## config.mk

```make
export PLATFORM = sky130hd
export DESIGN_NAME = alu_mul_seq
export DESIGN_NICKNAME = d
export VERILOG_FILES = /design/src/rtl/alu_pkg.sv /design/src/rtl/alu_mul_seq.sv
export SDC_FILE = /design/constraint.sdc
export NUM_CORES = 1
export LEC_CHECK = 0
export BUFFER_PORTS_ARGS = -buffer_cell sky130_fd_sc_hd__buf_2
export CORE_AREA = 8 8 175 177
export CTS_BUF_LIST = sky130_fd_sc_hd__clkbuf_16
export DETAILED_ROUTE_END_ITERATION = 10
export DIE_AREA = 0 0 183 185
export SYNTH_ARGS = -nofsm -noshare
export SYNTH_HDL_FRONTEND = slang
export SYNTH_SLANG_ARGS = --single-unit
```

## constraint.sdc

```tcl
create_clock -name clk -period 1.95 [get_ports clk]
set_input_delay 0.39 -clock clk [delete_from_list [all_inputs] [get_ports clk]]
set_output_delay 0.39 -clock clk [all_outputs]
set_load 0.05 [all_outputs]
```

## src/rtl/alu_pkg.sv

```systemverilog
// -----------------------------------------------------------------------------
// alu_pkg
// Shared definitions for the 64-bit ripple ALU and the units that time-share it.
//   - ALU control codes driven on alu_cntrl
//   - mul_state_t: control states of the multiply sequencer
// -----------------------------------------------------------------------------
package alu_pkg;

    localparam logic [2:0] ALU_PASS_B = 3'b000;
    localparam logic [2:0] ALU_ADD    = 3'b010;
    localparam logic [2:0] ALU_SUB    = 3'b011;
    localparam logic [2:0] ALU_AND    = 3'b100;
    localparam logic [2:0] ALU_OR     = 3'b101;
    localparam logic [2:0] ALU_XOR    = 3'b110;

    localparam int unsigned ALU_W = 64;

    typedef enum logic [1:0] {
        IDLE = 2'd0,
        RUN  = 2'd1,
        DONE = 2'd2
    } mul_state_t;

endpackage

```

## src/rtl/alu_mul_seq.sv

```systemverilog
// -----------------------------------------------------------------------------
// alu_mul_seq
// Multi-cycle 64x64 unsigned shift-add multiplier that borrows the shared
// 64-bit ALU for one add per granted cycle and yields a 128-bit product.
//
// Ports
//   clk          : clock, rising edge
//   reset        : asynchronous active-low reset
//   start_valid  : multiply request present          (in)
//   start_ready  : sequencer idle, accepts request   (out)
//   op_a, op_b   : multiplicand / multiplier, sampled on the start handshake
//   done_valid   : product available                 (out)
//   done_ready   : consumer takes the product        (in)
//   prod_hi/lo   : upper/lower product halves, zero outside DONE
//   alu_req      : sequencer wants the ALU this cycle
//   alu_gnt      : ALU is driven by the sequencer this cycle
//   alu_a/alu_b  : ALU operands, zero whenever alu_req is low
//   alu_cntrl    : ALU control code, zero whenever alu_req is low
//   alu_result   : combinational ALU result (same cycle)
//   alu_carry    : combinational ALU carry_out (same cycle)
// -----------------------------------------------------------------------------
module alu_mul_seq
    import alu_pkg::*;
(
    input  logic        clk,
    input  logic        reset,
    input  logic        start_valid,
    output logic        start_ready,
    input  logic [63:0] op_a,
    input  logic [63:0] op_b,
    output logic        done_valid,
    input  logic        done_ready,
    output logic [63:0] prod_hi,
    output logic [63:0] prod_lo,
    output logic        alu_req,
    input  logic        alu_gnt,
    output logic [63:0] alu_a,
    output logic [63:0] alu_b,
    output logic [2:0]  alu_cntrl,
    input  logic [63:0] alu_result,
    input  logic        alu_carry
);

    mul_state_t  state, state_nxt;
    logic [63:0] m;      // multiplicand
    logic [63:0] hi;     // running partial product, upper half
    logic [63:0] lo;     // multiplier bits not yet consumed / product low half
    logic [5:0]  cnt;    // iterations completed

    logic        load;   // start handshake this cycle
    logic        step;   // granted iteration this cycle

    // State register
    always_ff @(posedge clk or negedge reset) begin
        if (!reset) begin
            state <= IDLE;
        end else begin
            state <= state_nxt;
        end
    end

    // Datapath registers. Each granted step computes {carry, hi + (lo[0] ? m : 0)}
    // on the ALU and shifts the 129-bit {carry, sum, lo} right by one; the bit
    // falling out of the sum becomes the new top bit of lo.
    always_ff @(posedge clk or negedge reset) begin
        if (!reset) begin
            m   <= '0;
            hi  <= '0;
            lo  <= '0;
            cnt <= '0;
        end else if (load) begin
            m   <= op_a;
            hi  <= '0;
            lo  <= op_b;
            cnt <= '0;
        end else if (step) begin
            hi  <= {alu_carry, alu_result[63:1]};
            lo  <= {alu_result[0], lo[63:1]};
            cnt <= cnt + 6'd1;   // wraps to 0 on the final step, harmless
        end
    end

    // Next state and outputs
    always_comb begin
        state_nxt   = state;
        load        = 1'b0;
        step        = 1'b0;
        start_ready = 1'b0;
        done_valid  = 1'b0;
        prod_hi     = '0;
        prod_lo     = '0;
        alu_req     = 1'b0;
        alu_a       = '0;
        alu_b       = '0;
        alu_cntrl   = '0;

        unique case (state)
            IDLE: begin
                start_ready = 1'b1;
                if (start_valid) begin
                    load      = 1'b1;
                    state_nxt = RUN;
                end
            end
            RUN: begin
                alu_req   = 1'b1;
                alu_a     = hi;
                alu_b     = lo[0] ? m : '0;
                alu_cntrl = ALU_ADD;
                // Without a grant the ALU belongs to execute; hold everything.
                if (alu_gnt) begin
                    step = 1'b1;
                    if (cnt == 6'd63) begin
                        state_nxt = DONE;
                    end
                end
            end
            DONE: begin
                done_valid = 1'b1;
                prod_hi    = hi;
                prod_lo    = lo;
                if (done_ready) begin
                    state_nxt = IDLE;
                end
            end
            default: begin
                state_nxt = IDLE;
            end
        endcase
    end

endmodule

```

==> flow_summary.ini, run 1 <==
[routing]
met3_length_um = 2560
vias_per_cell = 4.96
drtIter0Drc = 684
first_pass_iters = 5
wirelength_um = 38800
route.detailed.drc = 0
wl_met1_um = 15600
num_vias = 9608
final_antenna_net_count = 0
top_layer = met4
met2_length_um = 19700
routedWlPerCell_um = 20.0

[layout]
nets = 1724
layout-drive-gt1-share_pct = 39.1
finalNonFillerCells = 1936
stdcell_area_um2 = 15400
syn_to_final_growth_pct = 58.8
seq_area_um2 = 5000
fillers = 2447
multiInputGateArea_um2 = 4450

[worst_setup_path]
worstReg2RegStart = state[0]
r2r_slack_ns = 0.15
path_cells = nor2b_4, buf_12, clkbuf_16, and2_1, buf_6
crit_slowest_cell = dfrtp_1
critPathMaxStageDelay_ns = 0.43
r2r_end = lo[51]
path_class = reg -> out
crit_path_end_kind = output pin
start_kind = register
cpLargestDelayFamily = buffers and inverters
path_buf_inv = 3
r2r_cells = 6
crit_required_ns = 1.56
crit_fanout = 21
critPathArrivalTime_ns = 1.80

[worst_hold_path]
hold-path-cell-count = 3
min_from = op_a[49]
hold_end = m[49]
hp-class = in -> reg

[synthesis]
synth_edf_count = 0
syn_area_um2 = 9720
synth_top_cell_area_share_pct = 51.5
async_flop_share_pct = 100
synth_top_area_cell = dfrtp_1
synthTopCellsByArea = dfrtp_1, and2_1, nand2_1, a21oi_1, a22o_1
synthFlopType = dfrtp_1
synth.distinct_cells = 29
ys_ff_latch = 200
syn_inst = 1099
syn_avg_cell_area_um2 = 8.85
synth_seq_area_share_pct = 51.5
ys_warn_count = 0

[sta]
slew_viol_final = 0
final_hold_viol_count = 0
setup_viol = 259
fin_worst_skew_ns = 0.0114
period_needed_ns = 2.19
layout_setup_ws_ns = -0.237
max_freq_mhz = 457
rsz0062_at_grt = true
period_share_pct = 112

[power]
p_leak_uw = 0.00786
clockPowerShare_pct = 22.7
switching_share_pct = 39.5
switchingPower_uw = 5990
peakVddDrop_mv = 0.665
p_seq_share_pct = 40.4
power_density_nw_per_um2 = 981
combinationalPowerShare_pct = 36.8
p_int_uw = 9160

[status]
violations = setup timing
status = finished with violations

[clock_network]
clk_latency_ns = 0.43
numCtsBuffers = 17
cts_sinks = 200
cts_tree = yes
clk_pin_slew_ns = 0.09
cts_buffer_depth = 2
h-tree-depth = 4
cts_root_buf = clkbuf_16

[flow_run]
cap_violations = 0

[global_routing]
grtUsageTotal_pct = 19.8
grt_pass1_wl_um = 53200
grt_max_degree = 79
grt.overflow.total = 0
antenna_found_initial = 10
grt_pass1_vias = 9247

[placed_design]
place_inst = 1867
routabilityCongestion = 0.815
place_area_um2 = 12400
numPortBuffers = 457
dp_slack_ns = 0.160
hpwl_um = 24900

[floorplanning]
core_area_um2 = 28100
die_h_um = 185
num_rows = 62
start_util_pct = 34.6
pin_count = 460
die_area_um2 = 33900
die_x_um = 183
-- power by group through the flow --
stage                     clock network [uW]  registers (uW)  logic (uW)
after floorplan                            0            5780        3520
after global placement                     0            6170        4510
after detailed placement                   0            6160        4600
after CTS                               3550            6090        4990
after global routing                    3740            6250        5950
final                                   3450            6120        5580
-- worst register-to-register path: stages (launching register included) --
cell and delay [ns]:
dfrtp_1 0.43, buf_4 0.16, buf_4 0.15, or3b_4 0.47, buf_12 0.21, nor2_1 0.20, a21oi_1 0.08
-- Yosys cell counts (2+ instances only) --
cell,n
o21ai_0,4
a21oi_1,129
mux2i_1,2
dfrtp_1,200
nor2_1,66
clkbuf_1,49
nand2_1,259
inv_1,2
nand3_1,3
and3_1,64
o41ai_1,2
buf_2,35
buf_6,9
and2_1,192
buf_4,4
a22o_1,66
-- layout make-up --
cell class                      count  area share (%)
Tap cell                          384            3.11
Sequential cell                   200            32.4
Multi-Input combinational cell    801            28.8
Antenna cell                       14           0.227
Timing Repair Buffer              503            31.7
Clock buffer                       17            2.75
Inverter                            2          0.0486
Clock inverter                     15           0.940
-- flip-flops by register name, summed over array words and instances (netlist names) --
name,count
hi,64
state,2
m,64
lo,64
cnt,6
-- cells by family (layout without fill, tap and decap cells) --
kind of cell             after synthesis  in the layout  synth area share [%]
buffers and inverters                 99            537                  5.12
AO/OA/AOI/OAI                        203            203                  13.1
flip-flops                           200            200                  51.5
other                                  1             16                0.0386
adder cells (fa/ha/maj)                1              1                 0.129
multiplexers                           2              2                 0.206
AND/OR/NAND/NOR                      593            593                  29.9
-- routing by layer --
metal / vias to the layer above / global-route usage (%)
met5: - / 0
met4: 0 / 7.38
met3: 48 / 4.83
met2: 390 / 33.3
met1: 4708 / 24.3
li1: 4462 / -
-- worst max-delay path by stage --
stage | from | endpoint | slack [ns] | depth (start not counted)
finish | state[0] | prod_hi[56] | -0.24 | 5
CTS | state[1] | alu_a[52] | -0.26 | 4
global placement | state[1] | alu_b[7] | 0.19 | 4
global route | state[0] | prod_hi[56] | -0.32 | 5
floorplan | state[1] | alu_b[20] | 0.02 | 4
detailed placement | state[0] | prod_hi[28] | 0.16 | 4
-- placed cells by master, fill, tap and decap left out, drive strengths merged, types with 2 or more instances in the layout --
| master | netlist | layout |
|---|---|---|
| buf | 48 | 492 |
| inv | 2 | 10 |
| and2 | 192 | 192 |
| diode | 0 | 14 |
| clkbuf | 49 | 27 |
| a21oi | 129 | 129 |
| nand2 | 259 | 259 |
| conb | 1 | 2 |
| nor2 | 66 | 66 |
| o21ai | 4 | 4 |
| and3 | 64 | 64 |
| nand3 | 3 | 3 |
| a22o | 66 | 66 |
| dfrtp | 200 | 200 |
| mux2i | 2 | 2 |
| o41ai | 2 | 2 |
| clkinv | 0 | 7 |
-- through the flow --
step	hold WS (ns)	TNS [ns]	util, %	power [uW]
floorplan	0.0944	0	-	9300
finish	0.151	-39.56	55.0	15200
CTS	0.125	-56.63	49.3	14600
detailed placement	0.351	0	44.3	10800
global placement	0.353	0	44.3	10700
global route	0.124	-60.17	55.0	15900
-- timing repair --
item | CTS | global route
pin swaps | 2 | 10
hold buffers | 1 | 0
gates cloned | 2 | 12
resized for setup | 258 | 446
endpoints found under the hold margin | 37 | 0
buffers inserted | 2 | 6
endpoints found under the setup margin | 259 | 259
Power figures use the tool's default switching activity.
==> run 2, diff against run 1 <==
--- a/config.mk
+++ b/config.mk
@@ -10,6 +10,7 @@
 export CTS_BUF_LIST = sky130_fd_sc_hd__clkbuf_16
 export DETAILED_ROUTE_END_ITERATION = 10
 export DIE_AREA = 0 0 183 185
+export PLACE_DENSITY = 0.65
 export SYNTH_ARGS = -nofsm -noshare
 export SYNTH_HDL_FRONTEND = slang
 export SYNTH_SLANG_ARGS = --single-unit
==> run 2 against run 1 <==
  * Clock power about the same
  * Largest power group unchanged
  * The flow still finishes with violations (setup timing)
  * Fmax up 0.64%
  * Final area down 0.94%
  * Worst hold slack worse by 0.0047 ns
  * Flip-flop and latch count unchanged
  * Final cell count up 0.31%
  * Non-clock buffer count up 13
  * Sequential power down 0.7%
  * Combinational power about the same
  * Register-to-register slack worse by 0.25 ns
  * Setup slack better by 0.014 ns
==> flow_summary.ini, run 2 (synthesis results as in run 1) <==
[status]
status = finished with violations
violations = setup timing

[layout]
final_core_util_pct = 54.5
final_common_cell = nand2_1
finalNonFillerCells = 1942
top_regs = hi (64), lo (64), m (64)
nets = 1738
stdcell_area_um2 = 15300
layout_common_cells = nand2_1, dfrtp_1, buf_2
layout-drive-gt1-share_pct = 40.0
syn_to_final_growth_pct = 57.4

[routing]
final_antenna_net_count = 0
routedWlPerCell_um = 19.6
drtIter0Drc = 660
route.detailed.drc = 0
first_pass_iters = 5
wirelength_um = 38000
num_vias = 9706
vias_per_cell = 5.00

[clock_network]
clk_pin_slew_ns = 0.08
h-tree-depth = 4
numCtsBuffers = 17
cts_buffer_depth = 2
cts_tree = yes
clk_latency_ns = 0.43
cts_root_buf = clkbuf_16
cts_sinks = 200

[worst_hold_path]
hp-class = in -> reg
hold-path-cell-count = 3

[power]
peakVddDrop_mv = 0.451
combinationalPowerShare_pct = 36.9
switchingPower_uw = 5940
switching_share_pct = 39.4
p_leak_uw = 0.00786
power_density_nw_per_um2 = 984
p_int_uw = 9120
p_seq_share_pct = 40.4
p_total_uw = 15100
clockPowerShare_pct = 22.7

[placed_design]
place_inst = 1882
place_area_um2 = 12500
numPortBuffers = 457
routabilityCongestion = 0.831
hpwl_um = 24900

[sta]
rsz0062_at_grt = true
fin_worst_skew_ns = 0.0181
period_share_pct = 111
fin_hold_ws_ns = 0.146
period_needed_ns = 2.17
slew_viol_final = 0
layout_setup_ws_ns = -0.223
max_freq_mhz = 460
setup_viol = 316
final_hold_viol_count = 0

[worst_setup_path]
path_class = reg -> out
crit_path_end_kind = output pin
critPathArrivalTime_ns = 1.78
r2r_cells = 7
start_kind = register
crit_fanout = 17
crit_required_ns = 1.56

[global_routing]
grt_pass1_wl_um = 52700
antenna_found_initial = 8
grt_max_degree = 72
grtUsageTotal_pct = 19.5
grt_util_met1_pct = 24.0
grt_busiest_layer = met2
grt.met2_usage_pct = 32.4
grt.overflow.total = 0
grt_pass1_vias = 9263
gr-usage-met3_pct = 5.24

[floorplanning]
die_h_um = 185
pin_count = 460
die_area_um2 = 33900
start_util_pct = 34.6
die_x_um = 183
core_area_um2 = 28100
num_rows = 62

[flow_run]
cap_violations = 0
[run 2: changes by cell type in the layout (fill, tap and decap cells not counted), moves of 7 or more]
| cell | before | now |
|---|---|---|
| and3_1 | 48 | 59 |
| and2_4 | 48 | 62 |
| buf_6 | 181 | 142 |
| and3_4 | 16 | 5 |
| and2_1 | 144 | 130 |
| clkbuf_4 | 0 | 59 |
| diode_2 | 14 | 7 |
[run 2: power by group through the flow]
stage / Sequential [uW] / Combinational [uW] / Clock, uW
after global placement: 6080 / 4590 / 0
after detailed placement: 6100 / 4650 / 0
final: 6080 / 5560 / 3420
after floorplan: 5780 / 3520 / 0
after CTS: 6030 / 5180 / 3520
after global routing: 6220 / 5930 / 3710
[run 2: routing by layer]
| layer | wire length, um | vias up |
|---|---|---|
| met5 | 21 | - |
| met2 | 18900 | 473 |
| li1 | - | 4485 |
| met4 | 1360 | 4 |
| met3 | 3230 | 88 |
| met1 | 14500 | 4656 |
[run 2: path summary, 6_finish.rpt]
kind / slack [ns] / from / to
max: -0.22 / state[1] / alu_a[26]
min: 0.15 / op_a[13] / m[13]
max reg2reg: -0.10 / state[0] / hi[54]
min reg2reg: 0.47 / m[22] / m[22]
max in group asynchronous: 0.86 / reset / hi[22]
min in group asynchronous: 0.47 / reset / m[15]
[run 2: layout make-up]
cell class              instances  area, um^2
fillers                      2445       12800
flip-flops and latches        200        5010
repair buffers                516        4790
multi-input cells             802        4440
well taps                     384         480
clock buffers                  17         425
clock inverters                14         136
diodes                          7        17.5
inverters                       2        7.51
[run 2: critical path: stages (launching register included)]
cell and delay (ns):
dfrtp_1 0.39, and2b_4 0.28, buf_12 0.14, buf_6 0.19
and2_1 0.15, buf_4 0.20
[run 2: metrics by stage]
stage          setup slack (ns)  setup TNS, ns
2_1_floorplan            0.0153              0
3_5_place_dp              0.132              0
5_1_grt                  -0.298         -60.69
4_1_cts                  -0.249         -48.63
6_report                 -0.223         -41.07
3_3_place_gp              0.188              0
[run 2: what timing repair did]
| action | 4_1_cts | 5_1_grt |
|---|---|---|
| resized for setup | 244 | 435 |
| cloned | 2 | 10 |
| setup buffers | 4 | 6 |
| endpoints found under the hold margin | 36 | 0 |
| setup endpoints to repair | 259 | 260 |
| pin swaps | 0 | 15 |
| hold buffers | 1 | 0 |
